--- src/rtl/vga_timing_gen_if.sv ---
// ============================================================================
// Module  : vga_timing_gen_if
// Brief   : Coordinate / colour exchange between the timing generator and console
// Revision: 1.0
// ============================================================================
`default_nettype none

interface vga_timing_gen_if;
  logic [10:0] monitor_h_coord;
  logic [9:0]  monitor_v_coord;
  logic        monitor_enable;
  logic [3:0]  monitor_r;
  logic [3:0]  monitor_g;
  logic [3:0]  monitor_b;

  modport master (
    output monitor_h_coord, monitor_v_coord, monitor_enable,
    input  monitor_r, monitor_g, monitor_b
  );

  modport slave (
    input  monitor_h_coord, monitor_v_coord, monitor_enable,
    output monitor_r, monitor_g, monitor_b
  );
endinterface

`default_nettype wire

--- src/rtl/vga_timing_gen.sv ---
// ============================================================================
// Module  : vga_timing_gen
// Brief   : 800x600@72 VGA raster timing with registered, blanked pin stage.
//           Optional colour bars when VGA_TIMING_TEST_PATTERN_EN is defined.
// Revision: 1.0
// ============================================================================
`default_nettype none

module vga_timing_gen #(
  parameter int CLK_DIV  = 1,
  parameter int H_ACTIVE = 800,
  parameter int H_FRONT  = 56,
  parameter int H_SYNC   = 120,
  parameter int H_BACK   = 64,
  parameter int V_ACTIVE = 600,
  parameter int V_FRONT  = 37,
  parameter int V_SYNC   = 6,
  parameter int V_BACK   = 23,
  parameter int SYNC_POS = 1
) (
  input  wire logic         clk,
  input  wire logic         rst,
  vga_timing_gen_if.master  mon_if,
  input  wire logic         test_pattern_i,
  output logic [3:0]        vga_r_o,
  output logic [3:0]        vga_g_o,
  output logic [3:0]        vga_b_o,
  output logic              vga_hsync_o,
  output logic              vga_vsync_o,
  output logic              pixel_tick_o,
  output logic              frame_start_o
);

  localparam logic [10:0] c_h_active   = 11'(H_ACTIVE);
  localparam logic [10:0] c_h_last     = 11'(H_ACTIVE + H_FRONT + H_SYNC + H_BACK - 1);
  localparam logic [10:0] c_hs_first   = 11'(H_ACTIVE + H_FRONT);
  localparam logic [10:0] c_hs_last    = 11'(H_ACTIVE + H_FRONT + H_SYNC - 1);
  localparam logic [9:0]  c_v_active   = 10'(V_ACTIVE);
  localparam logic [9:0]  c_v_last     = 10'(V_ACTIVE + V_FRONT + V_SYNC + V_BACK - 1);
  localparam logic [9:0]  c_vs_first   = 10'(V_ACTIVE + V_FRONT);
  localparam logic [9:0]  c_vs_last    = 10'(V_ACTIVE + V_FRONT + V_SYNC - 1);
  localparam logic        c_sync_on    = (SYNC_POS != 0);

  logic        w_tick;
  logic [10:0] h_q, h_d;
  logic [9:0]  v_q, v_d;
  logic [11:0] rgb_q, rgb_d;
  logic        hs_q, hs_d;
  logic        vs_q, vs_d;
  logic        fs_q, fs_d;
  logic        w_enable;
  logic        w_hs_in;
  logic        w_vs_in;
  logic        w_wrap;
  logic [11:0] w_src_rgb;

  generate
    if (CLK_DIV <= 1) begin : g_no_div
      assign w_tick = 1'b1;
    end else begin : g_div
      localparam int DW = $clog2(CLK_DIV);
      localparam logic [DW-1:0] c_div_last = DW'(CLK_DIV - 1);
      logic [DW-1:0] div_q, div_d;

      always_comb begin
        div_d = (div_q == c_div_last) ? '0 : div_q + DW'(1);
      end

      always_ff @(posedge clk) begin
        if (rst) div_q <= '0;
        else     div_q <= div_d;
      end

      assign w_tick = (div_q == c_div_last);
    end
  endgenerate

  assign w_enable = (h_q < c_h_active) && (v_q < c_v_active);
  assign w_hs_in  = (h_q >= c_hs_first) && (h_q <= c_hs_last);
  assign w_vs_in  = (v_q >= c_vs_first) && (v_q <= c_vs_last);
  assign w_wrap   = w_tick && (h_q == c_h_last) && (v_q == c_v_last);

`ifdef VGA_TIMING_TEST_PATTERN_EN
  logic [2:0]  w_bar_idx;
  logic [11:0] w_bar_rgb;

  // Bars are 100 px wide regardless of H_ACTIVE; a compare chain avoids a divider.
  always_comb begin
    if      (h_q < 11'd100) w_bar_idx = 3'd0;
    else if (h_q < 11'd200) w_bar_idx = 3'd1;
    else if (h_q < 11'd300) w_bar_idx = 3'd2;
    else if (h_q < 11'd400) w_bar_idx = 3'd3;
    else if (h_q < 11'd500) w_bar_idx = 3'd4;
    else if (h_q < 11'd600) w_bar_idx = 3'd5;
    else if (h_q < 11'd700) w_bar_idx = 3'd6;
    else                    w_bar_idx = 3'd7;
  end

  always_comb begin
    case (w_bar_idx)
      3'd0:    w_bar_rgb = 12'hFFF;
      3'd1:    w_bar_rgb = 12'hFF0;
      3'd2:    w_bar_rgb = 12'h0FF;
      3'd3:    w_bar_rgb = 12'h0F0;
      3'd4:    w_bar_rgb = 12'hF0F;
      3'd5:    w_bar_rgb = 12'hF00;
      3'd6:    w_bar_rgb = 12'h00F;
      default: w_bar_rgb = 12'h000;
    endcase
  end

  assign w_src_rgb = test_pattern_i ? w_bar_rgb
                                    : {mon_if.monitor_r, mon_if.monitor_g, mon_if.monitor_b};
`else
  logic unused_test_pattern;
  assign unused_test_pattern = test_pattern_i;
  assign w_src_rgb = {mon_if.monitor_r, mon_if.monitor_g, mon_if.monitor_b};
`endif

  always_comb begin
    h_d = h_q;
    v_d = v_q;
    if (w_tick) begin
      if (h_q == c_h_last) begin
        h_d = '0;
        v_d = (v_q == c_v_last) ? '0 : v_q + 10'd1;
      end else begin
        h_d = h_q + 11'd1;
      end
    end
  end

  // Console reply is sampled on the same tick edge that advances the counters,
  // so colour and sync both lag the coordinates by exactly one pixel.
  always_comb begin
    rgb_d = rgb_q;
    hs_d  = hs_q;
    vs_d  = vs_q;
    fs_d  = w_wrap;
    if (w_tick) begin
      rgb_d = w_enable ? w_src_rgb : 12'h000;
      hs_d  = ~(c_sync_on ^ w_hs_in);
      vs_d  = ~(c_sync_on ^ w_vs_in);
    end
  end

  always_ff @(posedge clk) begin
    if (rst) begin
      h_q   <= '0;
      v_q   <= '0;
      rgb_q <= '0;
      hs_q  <= ~c_sync_on;
      vs_q  <= ~c_sync_on;
      fs_q  <= 1'b0;
    end else begin
      h_q   <= h_d;
      v_q   <= v_d;
      rgb_q <= rgb_d;
      hs_q  <= hs_d;
      vs_q  <= vs_d;
      fs_q  <= fs_d;
    end
  end

  assign mon_if.monitor_h_coord = h_q;
  assign mon_if.monitor_v_coord = v_q;
  assign mon_if.monitor_enable  = w_enable;
  assign vga_r_o       = rgb_q[11:8];
  assign vga_g_o       = rgb_q[7:4];
  assign vga_b_o       = rgb_q[3:0];
  assign vga_hsync_o   = hs_q;
  assign vga_vsync_o   = vs_q;
  assign pixel_tick_o  = w_tick;
  assign frame_start_o = fs_q;

endmodule

`default_nettype wire

--- src/flat_wrapper.sv ---
// flat-port wrapper written by rule: the top's interface ports become plain ports
module vga_timing_gen_flat 
#(
  parameter int CLK_DIV  = 1,
  parameter int H_ACTIVE = 800,
  parameter int H_FRONT  = 56,
  parameter int H_SYNC   = 120,
  parameter int H_BACK   = 64,
  parameter int V_ACTIVE = 600,
  parameter int V_FRONT  = 37,
  parameter int V_SYNC   = 6,
  parameter int V_BACK   = 23,
  parameter int SYNC_POS = 1
)
  (clk, rst, test_pattern_i, vga_r_o, vga_g_o, vga_b_o, vga_hsync_o, vga_vsync_o, pixel_tick_o, frame_start_o, mon_if_monitor_h_coord, mon_if_monitor_v_coord, mon_if_monitor_enable, mon_if_monitor_r, mon_if_monitor_g, mon_if_monitor_b);
  vga_timing_gen_if mon_if_i ();
  input  wire logic clk;
  input  wire logic rst;
  input  wire logic test_pattern_i;
  output logic [3:0] vga_r_o;
  output logic [3:0] vga_g_o;
  output logic [3:0] vga_b_o;
  output logic vga_hsync_o;
  output logic vga_vsync_o;
  output logic pixel_tick_o;
  output logic frame_start_o;
  output wire logic [$bits(mon_if_i.monitor_h_coord)-1:0] mon_if_monitor_h_coord;
  output wire logic [$bits(mon_if_i.monitor_v_coord)-1:0] mon_if_monitor_v_coord;
  output wire logic [$bits(mon_if_i.monitor_enable)-1:0] mon_if_monitor_enable;
  input wire logic [$bits(mon_if_i.monitor_r)-1:0] mon_if_monitor_r;
  input wire logic [$bits(mon_if_i.monitor_g)-1:0] mon_if_monitor_g;
  input wire logic [$bits(mon_if_i.monitor_b)-1:0] mon_if_monitor_b;
  assign mon_if_monitor_h_coord = mon_if_i.monitor_h_coord;
  assign mon_if_monitor_v_coord = mon_if_i.monitor_v_coord;
  assign mon_if_monitor_enable = mon_if_i.monitor_enable;
  assign mon_if_i.monitor_r = mon_if_monitor_r;
  assign mon_if_i.monitor_g = mon_if_monitor_g;
  assign mon_if_i.monitor_b = mon_if_monitor_b;
  vga_timing_gen #(.CLK_DIV(CLK_DIV), .H_ACTIVE(H_ACTIVE), .H_FRONT(H_FRONT), .H_SYNC(H_SYNC), .H_BACK(H_BACK), .V_ACTIVE(V_ACTIVE), .V_FRONT(V_FRONT), .V_SYNC(V_SYNC), .V_BACK(V_BACK), .SYNC_POS(SYNC_POS)) u_core (.clk(clk), .rst(rst), .mon_if(mon_if_i), .test_pattern_i(test_pattern_i), .vga_r_o(vga_r_o), .vga_g_o(vga_g_o), .vga_b_o(vga_b_o), .vga_hsync_o(vga_hsync_o), .vga_vsync_o(vga_vsync_o), .pixel_tick_o(pixel_tick_o), .frame_start_o(frame_start_o));
endmodule
--- config.mk ---
export PLATFORM = sky130hd
export DESIGN_NAME = vga_timing_gen_flat
export DESIGN_NICKNAME = d
export VERILOG_FILES = /design/src/rtl/vga_timing_gen_if.sv /design/src/rtl/vga_timing_gen.sv /design/src/flat_wrapper.sv
export SDC_FILE = /design/constraint.sdc
export NUM_CORES = 1
export LEC_CHECK = 0
export ABC_AREA = 1
export BUFFER_PORTS_ARGS = -buffer_cell sky130_fd_sc_hd__buf_2
export CAP_MARGIN = 20
export CORE_MARGIN = 2
export CORE_UTILIZATION = 45
export CTS_CLUSTER_SIZE = 28
export DETAILED_ROUTE_END_ITERATION = 8
export PLACE_DENSITY_LB_ADDON = 0.15
export SLEW_MARGIN = 30
export SYNTH_ARGS = -nofsm -noshare
export SYNTH_HDL_FRONTEND = slang
export SYNTH_SLANG_ARGS = --single-unit
--- constraint.sdc ---
create_clock -name clk -period 1.4 [get_ports clk]
set_clock_uncertainty 0.05 [all_clocks]
set_input_delay 0.07 -clock clk [delete_from_list [all_inputs] [get_ports clk]]
set_output_delay 0.07 -clock clk [all_outputs]
set_load 0.05 [all_outputs]
==> metrics, run 1 <==
outcome=finished, violations left; violated checks=negative setup slack; Min-Delay Path Class=register to register; die width=~66 µm; Seq cells post-synth=36; Setup Viol. Count Final=8; hold_ws=approximately 0.40 ns; Avg WL per Cell=between 10 and 15 µm; largest net degree at the start of global routing=13; PwrDens=about 850 mW/mm²; met2 wire len=~2.3 mm; Final Critical Period=about 1.4 ns; f_max=between 600 and 700 MHz; VDD IR max=0.7153 mV; dominant synthesized flop cell=dfxtp_1; fraction of registers with async set/reset=0%; worst path arrival time=1.33 ns; post-synthesis sequential area ratio=between 40% and 50%; row cnt=22; H-tree Lvls=2; synthesis-to-layout area growth=52.70%; final period utilization=103.5%; Max stage delay on crit path=0.35 ns; setup slack at placement=between 0.02 and 0.03 ns; clock root buffer=clkbuf_8; post-synth cell types=27; TritonCTS Buffers=5; initial antenna violation count=0; Die ar.=roughly 0.0043 mm²; # clock sinks=36; io pins=53; Post-synth top cells=nand2_1 (55), inv_1 (42), nor2_1 (41), dfxtp_1 (36), nand3_1 (19); 1st-iter DRT viols=roughly 100; slack of the critical path=-0.04930 ns; Final Power=approximately 2.2 mW; antenna-violating nets left=0; most frequent cell after synthesis=nand2_1; Core ar.=~0.0037 mm²; gpl congestion=0.8637; CP Capture Type=primary output; maximum root-to-sink buffer count=2; fraction of layout cells with a size suffix above 1=roughly two fifths; Nets=between 300 and 400; Crit path max-delay family=flip-flops; Critical Path Source Type=register; largest area contributor in the netlist=dfxtp_1; final non-filler cell total=between 300 and 400; Crit path depth=5; remaining global-route overflow=0; critical-path maximum fanout=5; CP Cell Sequence=nor2_4 -> inv_1 -> o21ai_2 -> and3_4 -> buf_8; EDFF count, synth=0; Die Height=approximately 66 µm; TritonCTS clock tree=done; vias=approximately 1800; Worst-path clk slew=around 0.06 ns; post-synth top area share=a little over two fifths; met3 wire length=249 µm; Avg Inst Size Synth=approximately 7 µm²; initial cell density of the core=a little under half; cells after synthesis=between 200 and 250; crit path buf inv count=2; ANT cells=0; DR pass1 iterations=4; Slew Limit Fails=0; Via density=4.782; Syn Std Cell Area=~0.0017 mm²; Hold Path Cell Cnt=1; Mapped Nets=approximately 270; max cap viols=0; crit path kind=register to primary output; port bufs=50; Routed met1 length=between 1.5 and 2 mm; first-pass GRT wire length=slightly below 7 mm; final wirelength=~4.5 mm; Critical Path RT=between 1 and 1.5 ns; uppermost layer routed=met4; Synthesis Warnings=0; Fin. Hold Viols=0; hpwl dp=around 2.8 mm; RSZ-0062 raised after global routing=true; Pleak=1.300 nW; Clk Latency, worst-skew pair=a little under 0.3 ns; R2R depth=7; final routed DRC violation total=0; GRT Util Overall=roughly a fifth; DP Cell Count=347; Slowest cell on crit path=dfxtp_2; vias in the first global route=approximately 1600; top post-synthesis cells by area=dfxtp_1 (42%), nand2_1 (12%), inv_1 (9.2%)
-- per-stage QoR --
step	setup TNS, ns	cell area [µm²]	utilization [%]
2_1_floorplan	0	1759	-
3_3_place_gp	0	2101	57.38
3_5_place_dp	0	2101	57.38
4_1_cts	-0.05380	2426	66.27
5_1_grt	-1.103	2614	71.39
6_report	-0.1636	2614	71.39
-- layout make-up --
cell class | count | area [µm²]
well taps | 48 | 60.06
flip-flops and latches | 36 | 765.7
repair buffers | 80 | 566.8
fillers | 291 | 1047
clock buffers | 6 | 72.57
inverters | 44 | 165.2
multi-input cells | 161 | 948.4
clock inverters | 2 | 35.03
-- report_power, final --
group          switching, mW  total, mW  internal [mW]
logic                  0.169      0.266         0.0963
clock network          0.385      0.913          0.528
registers             0.0147       1.05           1.04
total                  0.569       2.23           1.66
-- cells in the final DEF, fill, tap and decap left out, types with 2 or more instances in the layout --
master / instances
ha_1: 3
nand3_1: 15
dfxtp_4: 8
nand4_1: 9
clkbuf_8: 5
nor3_4: 2
nand3_2: 3
nand2_1: 50
dlygate4sd3_1: 13
nand2_4: 3
nor2_1: 27
nor3_1: 4
buf_4: 11
nor2_2: 10
nor2_4: 8
buf_8: 2
buf_2: 49
buf_6: 3
inv_1: 40
o21ai_2: 2
dfxtp_1: 16
dfxtp_2: 12
a21oi_1: 5
inv_2: 4
xor2_1: 3
nand2_2: 4
-- path summary, 6_finish.rpt --
kind	startpoint	end	slack [ns]
max	u_core.mon_if.monitor_h_coord[6]	mon_if_monitor_enable	-0.05
min	u_core.mon_if.monitor_h_coord[0]	u_core.mon_if.monitor_h_coord[0]	0.40
max reg2reg	u_core.mon_if.monitor_v_coord[9]	u_core.rgb_q[6]	-0.02
min reg2reg	u_core.mon_if.monitor_h_coord[0]	u_core.mon_if.monitor_h_coord[0]	0.40
-- state kept, by name (all words and copies together), names as in the netlist --
register / flops
u_core.vga_vsync_o: 1
u_core.vga_hsync_o: 1
u_core.mon_if.monitor_h_coord: 11
u_core.mon_if.monitor_v_coord: 10
u_core.rgb_q: 12
u_core.frame_start_o: 1
-- per-layer routing --
| layer | global-route usage, % | vias to the layer above |
|---|---|---|
| li1 | - | 919 |
| met1 | 23.02 | 817 |
| met2 | 37.25 | 56 |
| met3 | 5.993 | 11 |
| met4 | 6.510 | 0 |
| met5 | 0 | - |
-- cell families (layout without fill, tap and decap cells) --
logic type	after synthesis	in the layout	synth area share [%]
simple gates	138	138	35.60
buf+inv	49	132	12.06
flops	36	36	42.11
compound gates	13	13	4.313
fa+ha+maj	5	5	3.655
xor+xnor	4	4	2.047
other cells	1	1	0.2191
-- repair_timing --
action                                  CTS  global route
setup buffers                             6             2
resized for setup                        13            44
hold buffers                             13             0
cloned                                    0             2
pin swaps                                 5             7
endpoints found under the setup margin    1            25
endpoints found under the hold margin    16             0
Power figures use the tool's default switching activity.
==> run 2, diff against run 1 <==
--- a/config.mk
+++ b/config.mk
@@ -9,7 +9,7 @@
 export BUFFER_PORTS_ARGS = -buffer_cell sky130_fd_sc_hd__buf_2
 export CAP_MARGIN = 20
 export CORE_MARGIN = 2
-export CORE_UTILIZATION = 45
+export CORE_UTILIZATION = 50
 export CTS_CLUSTER_SIZE = 28
 export DETAILED_ROUTE_END_ITERATION = 8
 export PLACE_DENSITY_LB_ADDON = 0.15
==> constraint.sdc (replaced) <==
create_clock -name clk -period 1.8 [get_ports clk]
set_clock_uncertainty 0.05 [all_clocks]
set_input_delay 0.09 -clock clk [delete_from_list [all_inputs] [get_ports clk]]
set_output_delay 0.09 -clock clk [all_outputs]
set_load 0.05 [all_outputs]
==> metrics, run 2 (synthesis results as in run 1) <==
Die ar.=0.003908 mm² (-9.4%); Critical Path RT=1.66 ns (+0.38 ns); Avg WL per Cell=10.35 µm (-13%); gpl congestion=0.8975 (+3.9%); largest net degree at the start of global routing=13 (unchanged); H-tree Lvls=2 (unchanged); initial antenna violation count=0 (unchanged); crit path kind=register to primary output; switching share of power=25.62% (+0.14 points); Worst-path clk slew=0.12 ns (+0.06 ns); setup TNS=0 ns (+0.1636 ns); # clock sinks=36 (unchanged); GR Util met1=24.54% (+1.5 points); remaining global-route overflow=0 (unchanged); number of buffers added for setup after CTS=0 (-6); Die Height=62.51 µm (-4.8%); critical-path maximum fanout=8 (+3); routing usage on met2=34.27% (-3.0 points); Pleak=1.157 nW (-11%); GR Layer Usage met3=6.667% (+0.67 points); f_max=just over 600 MHz; setup slack at placement=0.2423 ns (+0.2128 ns); TritonCTS clock tree=done; first-pass GRT wire length=6.354 mm (-7.3%); CP Capture Type=primary output; final period utilization=around nine tenths; Final Power=1.561 mW (-30%); hpwl dp=2.702 mm (-4.6%); vias in the first global route=1445 (-9.9%); io pins=53 (unchanged); Comb pwr share=10.9% (-1.0 points); VDD IR max=0.5354 mV (-25%); Setup Viol. Count Final=0 (-8); Nets=334 (-4.0%); most common library cell in the layout ignoring fill and taps=nand2_1; Via density=4.604 (-3.7%); antenna-violating nets left=0 (unchanged); Critical Path Source Type=register; highest-count cells in the layout ignoring fill and taps=nand2_1 (55), buf_2 (49), inv_1 (42); max reg flops=12 (unchanged); RSZ-0062 raised after global routing=false; slack of the critical path=0.1488 ns (+0.1981 ns); Slew Limit Fails=0 (unchanged); GRT Util Overall=20.37% (-0.24 points); final non-filler cell total=361 (-4.2%); DP Cell Count=340 (-2.0%); worst path arrival time=1.51 ns (+0.18 ns); 1st-iter DRT viols=95 (-7.8%); Pint=1.161 mW (-30%); min-delay src=u_core.mon_if.monitor_h_coord[0]; Core ar.=0.003311 mm² (-9.6%); grt peak-use layer=met2; Min-Delay Path Class=register to register; Placed Instance Area=0.002003 mm² (-4.6%); fillers=316 (+8.6%); TritonCTS Buffers=5 (unchanged); die width=62.51 µm (-4.8%); crit path from=u_core.mon_if.monitor_v_coord[7]; fraction of layout cells with a size suffix above 1=24.13% (-17 points); row cnt=21 (-4.5%); outcome=finished clean; synthesis-to-layout area growth=29.75%; ANT cells=0 (unchanged); final wirelength=3.736 mm (-17%); DR pass1 iterations=4 (unchanged); Clk Latency, worst-skew pair=0.34 ns (+0.05 ns); max cap viols=0 (unchanged); Final Critical Period=around 1.7 ns; final routed DRC violation total=0 (unchanged); Final Cell Area=0.002221 mm² (-15%); Fin. Hold Viols=0 (unchanged); PwrDens=702.8 mW/mm² (-18%); RR Startpoint=u_core.mon_if.monitor_h_coord[0]; NetSw=399.9 µW (-30%); clock root buffer=clkbuf_4; vias=1662 (-7.8%); maximum root-to-sink buffer count=2 (unchanged); Util after Layout=67.08% (-4.3 points); Seq pwr share=52.9% (+5.7 points); largest register by flop count=u_core.rgb_q; Clock power frac=36.2% (-4.7 points); hold_ws=0.3994 ns (+0.003511 ns); initial cell density of the core=51.70% (+4.9 points); port bufs=50 (unchanged)
==> run 2: power groups by stage <==
stage          Combinational [mW]  Sequential [mW]  Clock [mW]
2_1_floorplan              0.0403            0.914           0
3_3_place_gp                0.147            0.843           0
3_5_place_dp                0.149            0.844           0
4_1_cts                     0.171            0.826       0.581
5_1_grt                     0.183            0.828       0.624
6_report                    0.170            0.826       0.565
==> run 2: layout make-up <==
cell class	count	area, µm²	share of cell area (%)
multi-input cells	161	784.5	35.32
flip-flops and latches	36	728.2	32.79
repair buffers	66	405.4	18.25
inverters	44	165.2	7.437
well taps	46	57.56	2.592
clock inverters	3	42.54	1.915
clock buffers	5	37.54	1.690
==> run 2: worst max-delay path: stages, from the launching register on <==
cell and delay [ns]:
dfxtp_1 0.41, nor3_1 0.26, o21ai_1 0.13, and3_1 0.18, buf_4 0.19
==> run 2: final timing paths <==
kind                            cells after the start                          endpoint  slack, ns
worst max-delay path                                4             mon_if_monitor_enable       0.15
worst min-delay path                                1  u_core.mon_if.monitor_h_coord[0]       0.40
worst max register to register                      8  u_core.mon_if.monitor_v_coord[7]       0.27
worst min register to register                      1  u_core.mon_if.monitor_h_coord[0]       0.40
==> run 2: timing repair <==
action	in CTS	in global routing
hold buffers	13	0
gates resized for setup	0	7
endpoints found under the hold margin	16	0
endpoints found under the setup margin	0	1
==> run 2: routing by layer <==
layer  up-vias  part of all wire (%)
li1        893                     -
met1       711                    46
met2        50                    47
met3         8                   5.6
met4         0                   1.7
met5         -                     0
==> run 3, diff against run 2 <==
--- a/config.mk
+++ b/config.mk
@@ -13,7 +13,9 @@
 export CTS_CLUSTER_SIZE = 28
 export DETAILED_ROUTE_END_ITERATION = 8
 export PLACE_DENSITY_LB_ADDON = 0.15
+export REMOVE_ABC_BUFFERS = 1
 export SLEW_MARGIN = 30
 export SYNTH_ARGS = -nofsm -noshare
 export SYNTH_HDL_FRONTEND = slang
 export SYNTH_SLANG_ARGS = --single-unit
+export TNS_END_PERCENT = 5
==> constraint.sdc (replaced) <==
create_clock -name clk -period 1.9 [get_ports clk]
set_clock_uncertainty 0.05 [all_clocks]
set_input_delay 0.095 -clock clk [delete_from_list [all_inputs] [get_ports clk]]
set_output_delay 0.095 -clock clk [all_outputs]
set_load 0.05 [all_outputs]
==> metrics, run 3 (synthesis results as in run 1) <==
outcome=finished clean; Hold Path Cell Cnt=1 (unchanged); final routed DRC violation total=0 (unchanged); crit path from=u_core.mon_if.monitor_v_coord[9]; first-pass GRT wire length=6.244 mm (-1.7%); Critical Path RT=1.75 ns (+0.09 ns); Avg WL per Cell=10.04 µm (-3.0%); initial antenna violation count=0 (unchanged); initial cell density of the core=51.70% (unchanged); hpwl dp=2.611 mm (-3.4%); VDD IR max=0.6433 mV (+20%); 1st-iter DRT viols=50 (-47%); H-tree Lvls=2 (unchanged); final non-filler cell total=362 (+0.28%); final wirelength=3.635 mm (-2.7%); Pleak=1.157 nW (about the same); maximum root-to-sink buffer count=2 (unchanged); critical-path maximum fanout=6 (-2); Util after Layout=67.01% (-0.076 points); fraction of layout cells with a size suffix above 1=22.47% (-1.7 points); Final Critical Period=~1.7 ns; Nets=335 (+0.30%); Via density=4.599 (about the same); max reg flops=12 (unchanged); Worst-path clk slew=0.11 ns (about the same); Die Height=62.51 µm (unchanged); Setup Viol. Count Final=0 (unchanged); largest register by flop count=u_core.rgb_q; hold path endpoint=u_core.mon_if.monitor_h_coord[0]; Core ar.=0.003311 mm² (unchanged); port bufs=50 (unchanged); Critical Path Source Type=register; vias=1665 (+0.18%); gpl congestion=0.8495 (-5.3%); R2R depth=8 (unchanged); remaining global-route overflow=0 (unchanged); R2R Setup Slk=0.34 ns (+0.07 ns); GRT Util Overall=20.13% (-0.24 points); PwrDens=667.3 mW/mm² (-5.0%); Clk Latency, worst-skew pair=0.34 ns (about the same); worst path arrival time=1.58 ns (+0.07 ns); DR pass1 iterations=4 (unchanged); CP Capture Type=primary output; TritonCTS Buffers=5 (unchanged); max cap viols=0 (unchanged); die width=62.51 µm (unchanged); row cnt=21 (unchanged); io pins=53 (unchanged); clock root buffer=clkbuf_4; Min-Delay Path Class=register to register; final period utilization=about nine tenths; Slew Limit Fails=0 (unchanged); Fin. Hold Viols=0 (unchanged); DP Cell Count=341 (+0.29%); TritonCTS clock tree=done; vias in the first global route=1436 (-0.62%); f_max=between 500 and 600 MHz; worst r2r dst=u_core.mon_if.monitor_v_coord[7]; setup TNS=0 ns (unchanged); min-delay src=u_core.mon_if.monitor_h_coord[0]; Die ar.=0.003908 mm² (unchanged); largest net degree at the start of global routing=13 (unchanged); crit path kind=register to primary output; hold_ws=0.4481 ns (+0.04870 ns); antenna-violating nets left=0 (unchanged); most common library cell in the layout ignoring fill and taps=nand2_1; ANT cells=0 (unchanged); RR Startpoint=u_core.mon_if.monitor_h_coord[0]; RSZ-0062 raised after global routing=false; synthesis-to-layout area growth=29.61%; # clock sinks=36 (unchanged); highest-count cells in the layout ignoring fill and taps=nand2_1 (55), buf_2 (50), inv_1 (42)
==> run 3: repair_timing <==
action | in CTS | in global routing
setup endpoints to repair | 0 | 0
setup buffers | 0 | 0
endpoints found under the hold margin | 16 | 0
hold buffers | 13 | 0
gates resized for setup | 0 | 0
==> run 3: power by group <==
part,switching [mW],total [mW],internal (mW)
Combinational,0.110,0.163,0.0530
Clock,0.261,0.535,0.274
Sequential,0.00872,0.782,0.773
Total,0.380,1.48,1.10
==> run 3: layer usage <==
| metal | routed length [µm] | part of all wire [%] | vias up | GRT usage [%] |
|---|---|---|---|---|
| met1 | 1639 | 45 | 721 | 25.28 |
| met3 | 184 | 5.1 | 7 | 5.405 |
| li1 | - | - | 891 | - |
| met2 | 1756 | 48 | 46 | 33.47 |
| met5 | 0 | 0 | - | 0 |
| met4 | 55 | 1.5 | 0 | 6.667 |
==> run 3: worst max path at each step <==
| stage | end | slack, ns |
|---|---|---|
| after global placement | u_core.mon_if.monitor_v_coord[7] | 0.37 |
| after detailed placement | u_core.mon_if.monitor_v_coord[7] | 0.33 |
| after floorplan | u_core.mon_if.monitor_v_coord[7] | -0.17 |
| after CTS | mon_if_monitor_enable | 0.16 |
| after global routing | mon_if_monitor_enable | 0.03 |
| final | mon_if_monitor_enable | 0.17 |
==> run 3: area by class of cell <==
type	instances	area, µm²
Clock buffer	5	37.54
Clock inverter	3	42.54
Fill cell	312	1092
Inverter	44	165.2
Multi-Input combinational cell	161	784.5
Sequential cell	36	720.7
Tap cell	46	57.56
Timing Repair Buffer	67	410.4
==> run 3: critical path: stages, from the launching register on <==
cell and delay [ns]:
dfxtp_1 0.46, nand2_1 0.08, nor3_1 0.17, o21ai_0 0.16, and3_1 0.17, buf_2 0.21
==> run 3: through the flow <==
stage               setup slack (ns)  power, mW  cell area (µm²)
finish                        0.1743      1.480             2218
detailed placement            0.3251     0.9410             2008
floorplan                    -0.1693     0.8989             1670
global placement              0.3671     0.9389             2008
CTS                           0.1604      1.498             2218
global route                 0.03038      1.553             2218
